`src/rtl/seq_subtractor_if.sv`:
```
// Operand/result bundle for seq_subtractor: start/busy/done handshake plus data.
// The master side drives operands; the slave side (the subtractor) returns results.
interface seq_subtractor_if #(
  parameter int unsigned SIZE = 32
);
  logic            start;
  logic [SIZE-1:0] A;
  logic [SIZE-1:0] B;
  logic            Bin;
  logic            busy;
  logic            done;
  logic [SIZE-1:0] Result;
  logic            Bout;
  logic            Overflow;

  modport master (
    output start, A, B, Bin,
    input  busy, done, Result, Bout, Overflow
  );

  modport slave (
    input  start, A, B, Bin,
    output busy, done, Result, Bout, Overflow
  );
endinterface

```
`src/rtl/seq_subtractor.sv`:
```
// Multi-cycle A - B - Bin, CHUNK bits per clock with a registered borrow between chunks.
// Define SEQ_SUBTRACTOR_OVERFLOW_EN to build the signed overflow flag; otherwise it is tied to 0.
module seq_subtractor #(
  parameter int unsigned SIZE  = 32,
  parameter int unsigned CHUNK = 8
) (
  input logic              clk,
  input logic              rst_n,
  seq_subtractor_if.slave  bus
);
  localparam int unsigned N    = SIZE / CHUNK;
  localparam int unsigned CntW = (N > 1) ? $clog2(N) : 1;

  typedef enum logic [1:0] {StIdle, StRun, StDone} state_e;

  state_e            state_q, state_d;
  logic [SIZE-1:0]   a_q, a_d;
  logic [SIZE-1:0]   b_q, b_d;
  logic [SIZE-1:0]   result_q, result_d;
  logic [CntW-1:0]   cnt_q, cnt_d;
  logic              borrow_q, borrow_d;
  logic              bout_q, bout_d;

  logic              accept;
  logic              last;
  logic              run_last;
  int unsigned       idx;
  logic [CHUNK-1:0]  a_chunk;
  logic [CHUNK-1:0]  b_chunk;
  logic [CHUNK:0]    diff;

  assign accept   = bus.start && (state_q != StRun);
  assign last     = (cnt_q == CntW'(N - 1));
  assign run_last = (state_q == StRun) && last;
  assign idx      = int'(cnt_q) * CHUNK;
  assign a_chunk  = a_q[idx +: CHUNK];
  assign b_chunk  = b_q[idx +: CHUNK];
  // Subtraction as A + ~B + ~borrow; the carry out is the inverted borrow.
  assign diff     = {1'b0, a_chunk} + {1'b0, ~b_chunk} + {{CHUNK{1'b0}}, ~borrow_q};

  always_comb begin
    state_d  = state_q;
    a_d      = a_q;
    b_d      = b_q;
    result_d = result_q;
    cnt_d    = cnt_q;
    borrow_d = borrow_q;
    bout_d   = bout_q;
    unique case (state_q)
      StIdle, StDone: begin
        if (bus.start) begin
          state_d  = StRun;
          a_d      = bus.A;
          b_d      = bus.B;
          borrow_d = bus.Bin;
          cnt_d    = '0;
          result_d = '0;
          bout_d   = 1'b0;
        end else begin
          state_d = StIdle;
        end
      end
      StRun: begin
        result_d[idx +: CHUNK] = diff[CHUNK-1:0];
        borrow_d               = ~diff[CHUNK];
        if (last) begin
          bout_d  = ~diff[CHUNK];
          state_d = StDone;
        end else begin
          cnt_d = cnt_q + 1'b1;
        end
      end
      default: state_d = StIdle;
    endcase
  end

  always_ff @(posedge clk or negedge rst_n) begin
    if (!rst_n) begin
      state_q  <= StIdle;
      a_q      <= '0;
      b_q      <= '0;
      result_q <= '0;
      cnt_q    <= '0;
      borrow_q <= 1'b0;
      bout_q   <= 1'b0;
    end else begin
      state_q  <= state_d;
      a_q      <= a_d;
      b_q      <= b_d;
      result_q <= result_d;
      cnt_q    <= cnt_d;
      borrow_q <= borrow_d;
      bout_q   <= bout_d;
    end
  end

`ifdef SEQ_SUBTRACTOR_OVERFLOW_EN
  logic ovf_q, ovf_d;

  // On the last chunk diff[CHUNK-1] is the result sign bit.
  always_comb begin
    ovf_d = ovf_q;
    if (accept) begin
      ovf_d = 1'b0;
    end else if (run_last) begin
      ovf_d = (a_q[SIZE-1] != b_q[SIZE-1]) && (diff[CHUNK-1] != a_q[SIZE-1]);
    end
  end

  always_ff @(posedge clk or negedge rst_n) begin
    if (!rst_n) begin
      ovf_q <= 1'b0;
    end else begin
      ovf_q <= ovf_d;
    end
  end

  assign bus.Overflow = ovf_q;
`else
  logic unused_ovf;
  assign unused_ovf   = accept ^ run_last;
  assign bus.Overflow = 1'b0;
`endif

  assign bus.busy   = (state_q == StRun);
  assign bus.done   = (state_q == StDone);
  assign bus.Result = result_q;
  assign bus.Bout   = bout_q;
endmodule

```
`src/flat_wrapper.sv`:
```
// flat-port wrapper written by rule: the top's interface ports become plain ports
module seq_subtractor_flat 
#(
  parameter int unsigned SIZE  = 32,
  parameter int unsigned CHUNK = 8
)
  (clk, rst_n, bus_start, bus_A, bus_B, bus_Bin, bus_busy, bus_done, bus_Result, bus_Bout, bus_Overflow);
  seq_subtractor_if #(.SIZE(SIZE)) bus_i ();
  input logic clk;
  input logic rst_n;
  input wire logic [$bits(bus_i.start)-1:0] bus_start;
  input wire logic [$bits(bus_i.A)-1:0] bus_A;
  input wire logic [$bits(bus_i.B)-1:0] bus_B;
  input wire logic [$bits(bus_i.Bin)-1:0] bus_Bin;
  output wire logic [$bits(bus_i.busy)-1:0] bus_busy;
  output wire logic [$bits(bus_i.done)-1:0] bus_done;
  output wire logic [$bits(bus_i.Result)-1:0] bus_Result;
  output wire logic [$bits(bus_i.Bout)-1:0] bus_Bout;
  output wire logic [$bits(bus_i.Overflow)-1:0] bus_Overflow;
  assign bus_i.start = bus_start;
  assign bus_i.A = bus_A;
  assign bus_i.B = bus_B;
  assign bus_i.Bin = bus_Bin;
  assign bus_busy = bus_i.busy;
  assign bus_done = bus_i.done;
  assign bus_Result = bus_i.Result;
  assign bus_Bout = bus_i.Bout;
  assign bus_Overflow = bus_i.Overflow;
  seq_subtractor #(.SIZE(SIZE), .CHUNK(CHUNK)) u_core (.clk(clk), .rst_n(rst_n), .bus(bus_i));
endmodule
```
`config.mk`:
```
export PLATFORM = sky130hd
export DESIGN_NAME = seq_subtractor_flat
export DESIGN_NICKNAME = d
export VERILOG_FILES = /design/src/rtl/seq_subtractor_if.sv /design/src/rtl/seq_subtractor.sv /design/src/flat_wrapper.sv
export SDC_FILE = /design/constraint.sdc
export NUM_CORES = 1
export LEC_CHECK = 0
export ABC_CLOCK_PERIOD_IN_PS = 7100
export CORE_MARGIN = 5
export CORE_UTILIZATION = 28
export CTS_CLUSTER_DIAMETER = 40
export DETAILED_ROUTE_END_ITERATION = 12
export HOLD_SLACK_MARGIN = 0.06
export SYNTH_ARGS = -nofsm -noshare
export SYNTH_HDL_FRONTEND = slang
export SYNTH_SLANG_ARGS = --single-unit
```
`constraint.sdc`:
```
create_clock -name clk -period 7.1 [get_ports clk]
set_input_delay 0.71 -clock clk [delete_from_list [all_inputs] [get_ports clk]]
set_output_delay 0.71 -clock clk [all_outputs]
set_load 0.01 [all_outputs]
```
-- Yosys cells after proc, flatten, opt, wreduce, memory -nomap -nowiden
Index checks and enable logic that the tools add are counted.
- register bits: 102
- latch bits: 0
- bits in writable memories: 0
- ROM bits: 0
- output and inout port bits: 36
- logic and storage cells: 45
- memories kept: 0
- add/subtract/negate cells: 4
- multipliers: 0
- div/mod/pow operators: 0
- $lt $le $gt $ge: 0
- eq/ne operators: 6
- shift-type cells: 4
- muxes and demuxes: 14
- bitwise gates (word level): 3
- reduce and logical (&&, ||, !) cells: 7
- operators with widths (cell ; number):
    one-hot mux 32 bit (2 select lines) ; 1
    variable part select 32 x 6 -> 8 bit ; 2
    negator 5 -> 34 bit ; 1
    variable shift 8 x 34 -> 32 bit (first input constant) ; 1
    variable part select 8 x 34 -> 32 bit ; 1
    bitwise mux 32 bit ; 1
    2-to-1 mux 32 bit ; 1
    adder 8 x 8 -> 9 bit ; 1
    adder 9 x 1 -> 9 bit ; 1
    inverter 8 bit ; 1
    one-hot mux 2 bit (2 select lines) ; 2
    2-to-1 mux 2 bit ; 3
    AND reduction 3 bit ; 2
    equality test 2 bit (second input constant) ; 2
    2-to-1 mux 1 bit ; 4
    != test 2 bit (second input constant) ; 2
    one-hot mux 1 bit (2 select lines) ; 2
    AND reduction 2 bit ; 2
    adder 2 x 1 -> 2 bit (second input constant) ; 1
    equality test 2 x 1 -> 1 bit (second input constant) ; 1
    zero test 2 bit ; 1
    != test 2 x 1 -> 1 bit (second input constant) ; 1
    inverter 1 bit ; 2
    nonzero test 2 bit ; 1
    OR reduction 2 bit ; 1

-- Depth between registers and ports, before layout
- depth after elaboration: 7
- mapped depth: 11
- depth with buffers taken out: 9

-- Worst setup path after synthesis
Ideal clock, no wire load.
- path type: reg2reg
- from: register u_core.cnt_q[0]
- to: register u_core.borrow_q
- data arrival time: 2969 ps
- slack: 4054 ps
- stages on the path, launching flop included: 11
- path buffers: 2
- period minus slack after synthesis: 3046 ps
- cell sequence: dfrtp_1 -> buf_2 -> buf_4 -> mux4_2 -> fa_1 -> fa_1 -> a21o_1 -> a221oi_2 -> o21bai_1 -> a21o_1 -> a21oi_1
- word-level cells in the longest chain between the ends: 6
- elaborated cells between the ends (all ways): 7
- those cells by class: add/sub (2); shift (2); mux (1); bitwise (2)
- RTL lines (element ; RTL line ; source):
    from (decl) ; seq_subtractor.sv:20 ; logic [CntW-1:0] cnt_q, cnt_d;
    from (signal assigned) ; seq_subtractor.sv:91 ; cnt_q <= cnt_d;
    variable part select 32 x 6 -> 8 bit ; seq_subtractor.sv:37 ; assign b_chunk = b_q[idx +: CHUNK];
    inverter 8 bit ; seq_subtractor.sv:39 ; assign diff = {1'b0, a_chunk} + {1'b0, ~b_chunk} + {{CHUNK{1'b0}}, ~borrow_q};
    adder 8 x 8 -> 9 bit * ; seq_subtractor.sv:39 ;
    adder 9 x 1 -> 9 bit * ; seq_subtractor.sv:39 ;
    inverter 1 bit * ; seq_subtractor.sv:65 ; borrow_d = ~diff[CHUNK];
    one-hot mux 1 bit (2 select lines) * ; seq_subtractor.sv:49 ; unique case (state_q)
    to (signal assigned) ; seq_subtractor.sv:92 ; borrow_q <= borrow_d;
    to (decl) ; seq_subtractor.sv:21 ; logic borrow_q, borrow_d;
Mark *: on every way between the ends. The rest lies on a longest branch, timed or not.
A chain may end at the register's enable or synchronous reset.

-- Final worst setup path
- from: register u_core.cnt_q[1]
- to: register u_core.borrow_q
Same word-level chain as after synthesis.

==> flow_summary.ini <==
[outcome]
status = complete, no violations

[drt]
wire_per_inst_um = 15.1
vias = 3504
first_pass_iters = 5
post_drt_via_cell_ratio = 4.52
drt_iter0_markers = 180
drt_wl_total_um = 11800
drc = 0
detail-route-antenna-nets = 0

[logic_synthesis]
syn-num-nets = 542
synth.ff_latch_count = 102
yosys.cell_count.top_type = nand2_1
post_synthesis_cells = 461
synth_warnings = 0
post-synth-top-area-fraction_pct = 54.6
synth.avg_cell_area_um2 = 10.1
synth.area.top_cells = dfrtp_1 55%, nand2_1 16%, mux4_2 7.7%
synth_largest_area_cell = dfrtp_1
async_reset_ff_share_pct = 100
synth-main-ff-cell = dfrtp_1
synth_edf_count = 0
seq_area_frac_synth_pct = 54.6
synth.distinct_cells = 37
synth.cell_area_um2 = 4670
ys_top_cells_by_count = 204 x nand2_1, 102 x dfrtp_1, 24 x a22o_1, 16 x buf_2, 16 x mux4_2

[timing]
slew_headroom_pct = 38.5
worstMarginPinSlew_ps = 922
drv_slew = 0
post-route-min-period_ps = 3330
final_hold_viol_count = 0
max_freq_mhz = 300
timing.clock.skew_ps = 8.25
fin_setup_tns_ps = 0
rsz0062_at_grt = no
report.final.setup_viol = 0
fin_crit_sh_pct = 46.9

[final_layout]
area_growth_pct = 33.2
fillers = 1657
final_layout_size_suffix_gt1_share_pct = 8.81
antenna-diode-count = 0
multiInputGateArea_um2 = 1950
fin_util_pct = 37.8
seq_area_um2 = 2550
count_of_nets_after_finishing = 633

[pwr]
ir_worst_vdd_mv = 0.298
p_int_mw = 1.93
power.sequential.fraction_pct = 30.5
p_sw_mw = 1.33
fin_total_pwr_mw = 3.26
comb_power_share_pct = 52.1
total_leakage_power_nw = 2.95
power_density_nw_per_um2 = 523
power_switching_share_pct = 40.8
p_clk_share_pct = 17.4

[clocking]
clk_root_buffer_cell = clkbuf_16
post_cts_resized = 0
tritoncts_clock_tree = built
clk_latency_ps = 350
htree_levels = 3
tritoncts.num_buffers = 9
cts.hold.buffers_added = 0
clock_path_buffers = 2
cts.reportedPaths.clkPinSlew_ps = 70
cts.sink_count = 102
post_cts_buffers = 0

[floorplanning]
die_width_um = 139
io-pin-count = 104
floorplan.rows = 47
design.die.area_um2 = 19400
initial_utilization_pct = 28.4
core-area_um2 = 16500
dieHeight_um = 139

[placed_design]
place_hpwl_um = 8860
port_buffers = 102
place_congestion = 0.812

[flow_run]
drv_cap = 0

[critical_path]
slowest_stage = dfrtp_1
crit_path_cell_trace = mux4_2 > fa_1 > fa_1 > a21o_1 > a221oi_2 > o21bai_1 > a21o_1 > a21oi_1
worst-endpoint-arrival_ps = 3600
critPathLaunchType = flop
cp_slowest_stage_delay_ps = 950
cp_data_required_time_ps = 7370
worstSetupEndpointType = flop
cp_max_fo = 20
timing_worst_setup_path_type = flop to flop
critical_path_launch_point = u_core.cnt_q[1]$_DFFE_PN0P_
worst_r2r_startpoint = u_core.cnt_q[1]$_DFFE_PN0P_

[grt]
gr-usage-all-layers_pct = 12.6
grt-ovfl-total = 0
grt_pass1_wl_um = 19700
antenna_found_initial = 0
grt_pass1_vias = 3806
grt_start_max_net_pins = 71

[hold_path]
worstHoldPathType = input pin to asynchronous set/reset pin
-- state kept, by name, indices dropped and copies added, names as in the netlist --
name,flops
u_core.borrow_q,1
u_core.a_q,32
u_core.cnt_q,2
u_core.b_q,32
u_core.state_q,2
u_core.bus.Bout,1
u_core.bus.Result,32
-- cell type report --
type                    instances  share of cell area (%)
flip-flops and latches        102                    41.0
multi-input cells             319                    31.3
repair buffers                106                    16.8
well taps                     220                    4.42
clock buffers                  10                    3.84
clock inverters                 5                    1.71
inverters                      14                   0.844
-- metal layers --
metal  global-route usage (%)  wire length (um)  share of wire [%]
met4                     4.33               238                2.0
met2                     20.7              5630                 48
met3                     3.03               493                4.2
met5                        0                 0                  0
met1                     16.5              5390                 46
-- cell families (layout without fill, tap and decap cells) --
| group | count (synthesis) | after routing | share of synthesized area (%) |
|---|---|---|---|
| AOI/OAI and AO/OA | 55 | 55 | 8.91 |
| xor gates and xnor gates | 5 | 5 | 0.937 |
| adders and majority gates | 13 | 13 | 3.80 |
| buffers and inverters | 40 | 135 | 3.88 |
| DFF | 102 | 102 | 54.6 |
| muxes | 16 | 16 | 7.71 |
| other | 1 | 1 | 0.0802 |
| and+or+nand+nor | 229 | 229 | 20.1 |
-- placed cells by master (no fill, tap or decap), types with 3 or more instances in the layout --
| cell | instances |
|---|---|
| bufinv_16 | 3 |
| clkbuf_16 | 9 |
| buf_4 | 5 |
| clkdlybuf4s50_1 | 101 |
| a21oi_2 | 4 |
| and3_1 | 3 |
| o21ai_1 | 11 |
| nand2_1 | 204 |
| inv_1 | 12 |
| mux4_2 | 16 |
| a22o_1 | 24 |
| xnor2_1 | 4 |
| nand3_1 | 5 |
| a21o_1 | 4 |
| dfrtp_1 | 102 |
| a21oi_1 | 4 |
| nor2b_1 | 3 |
| ha_1 | 11 |
-- stage by stage --
stage | instance area (um^2) | hold slack [ps] | worst slack, ps | cells
after floorplan | 4670 | 414 | 4050 | 461
after global placement | 5880 | 454 | 3850 | 761
after detailed placement | 5880 | 457 | 3780 | 761
after CTS | 6220 | 351 | 3750 | 776
after global routing | 6220 | 391 | 3560 | 776
final | 6220 | 335 | 3770 | 776
-- path summary, 6_finish.rpt --
check | endpoint | slack [ps] | cells past startpoint
max | u_core.borrow_q$_DFFE_PN0P_ | 3770 | 8
min | u_core.a_q[9]$_DFFE_PN0P_ | 330 | 1
max reg2reg | u_core.borrow_q$_DFFE_PN0P_ | 3770 | 8
min reg2reg | u_core.b_q[6]$_DFFE_PN0P_ | 470 | 2
max in group asynchronous | u_core.state_q[1]$_DFFE_PN0P_ | 5610 | 2
min in group clk | u_core.b_q[6]$_DFFE_PN0P_ | 470 | 2
-- worst max-delay path: cells and delay by family (launching register included) --
family          cells  cell delay [ps]
compound gates      5              980
fa+ha+maj           2              890
flops               1              950
mux                 1              440
-- power groups by stage --
stage | clock network, mW | registers, mW | logic (mW)
floorplan | 0 | 0.967 | 1.19
global placement | 0 | 0.996 | 1.68
detailed placement | 0 | 1.01 | 1.72
CTS | 0.583 | 0.999 | 1.73
global route | 0.604 | 1.03 | 1.91
finish | 0.567 | 0.995 | 1.70
(Power assumes the default switching activity.)
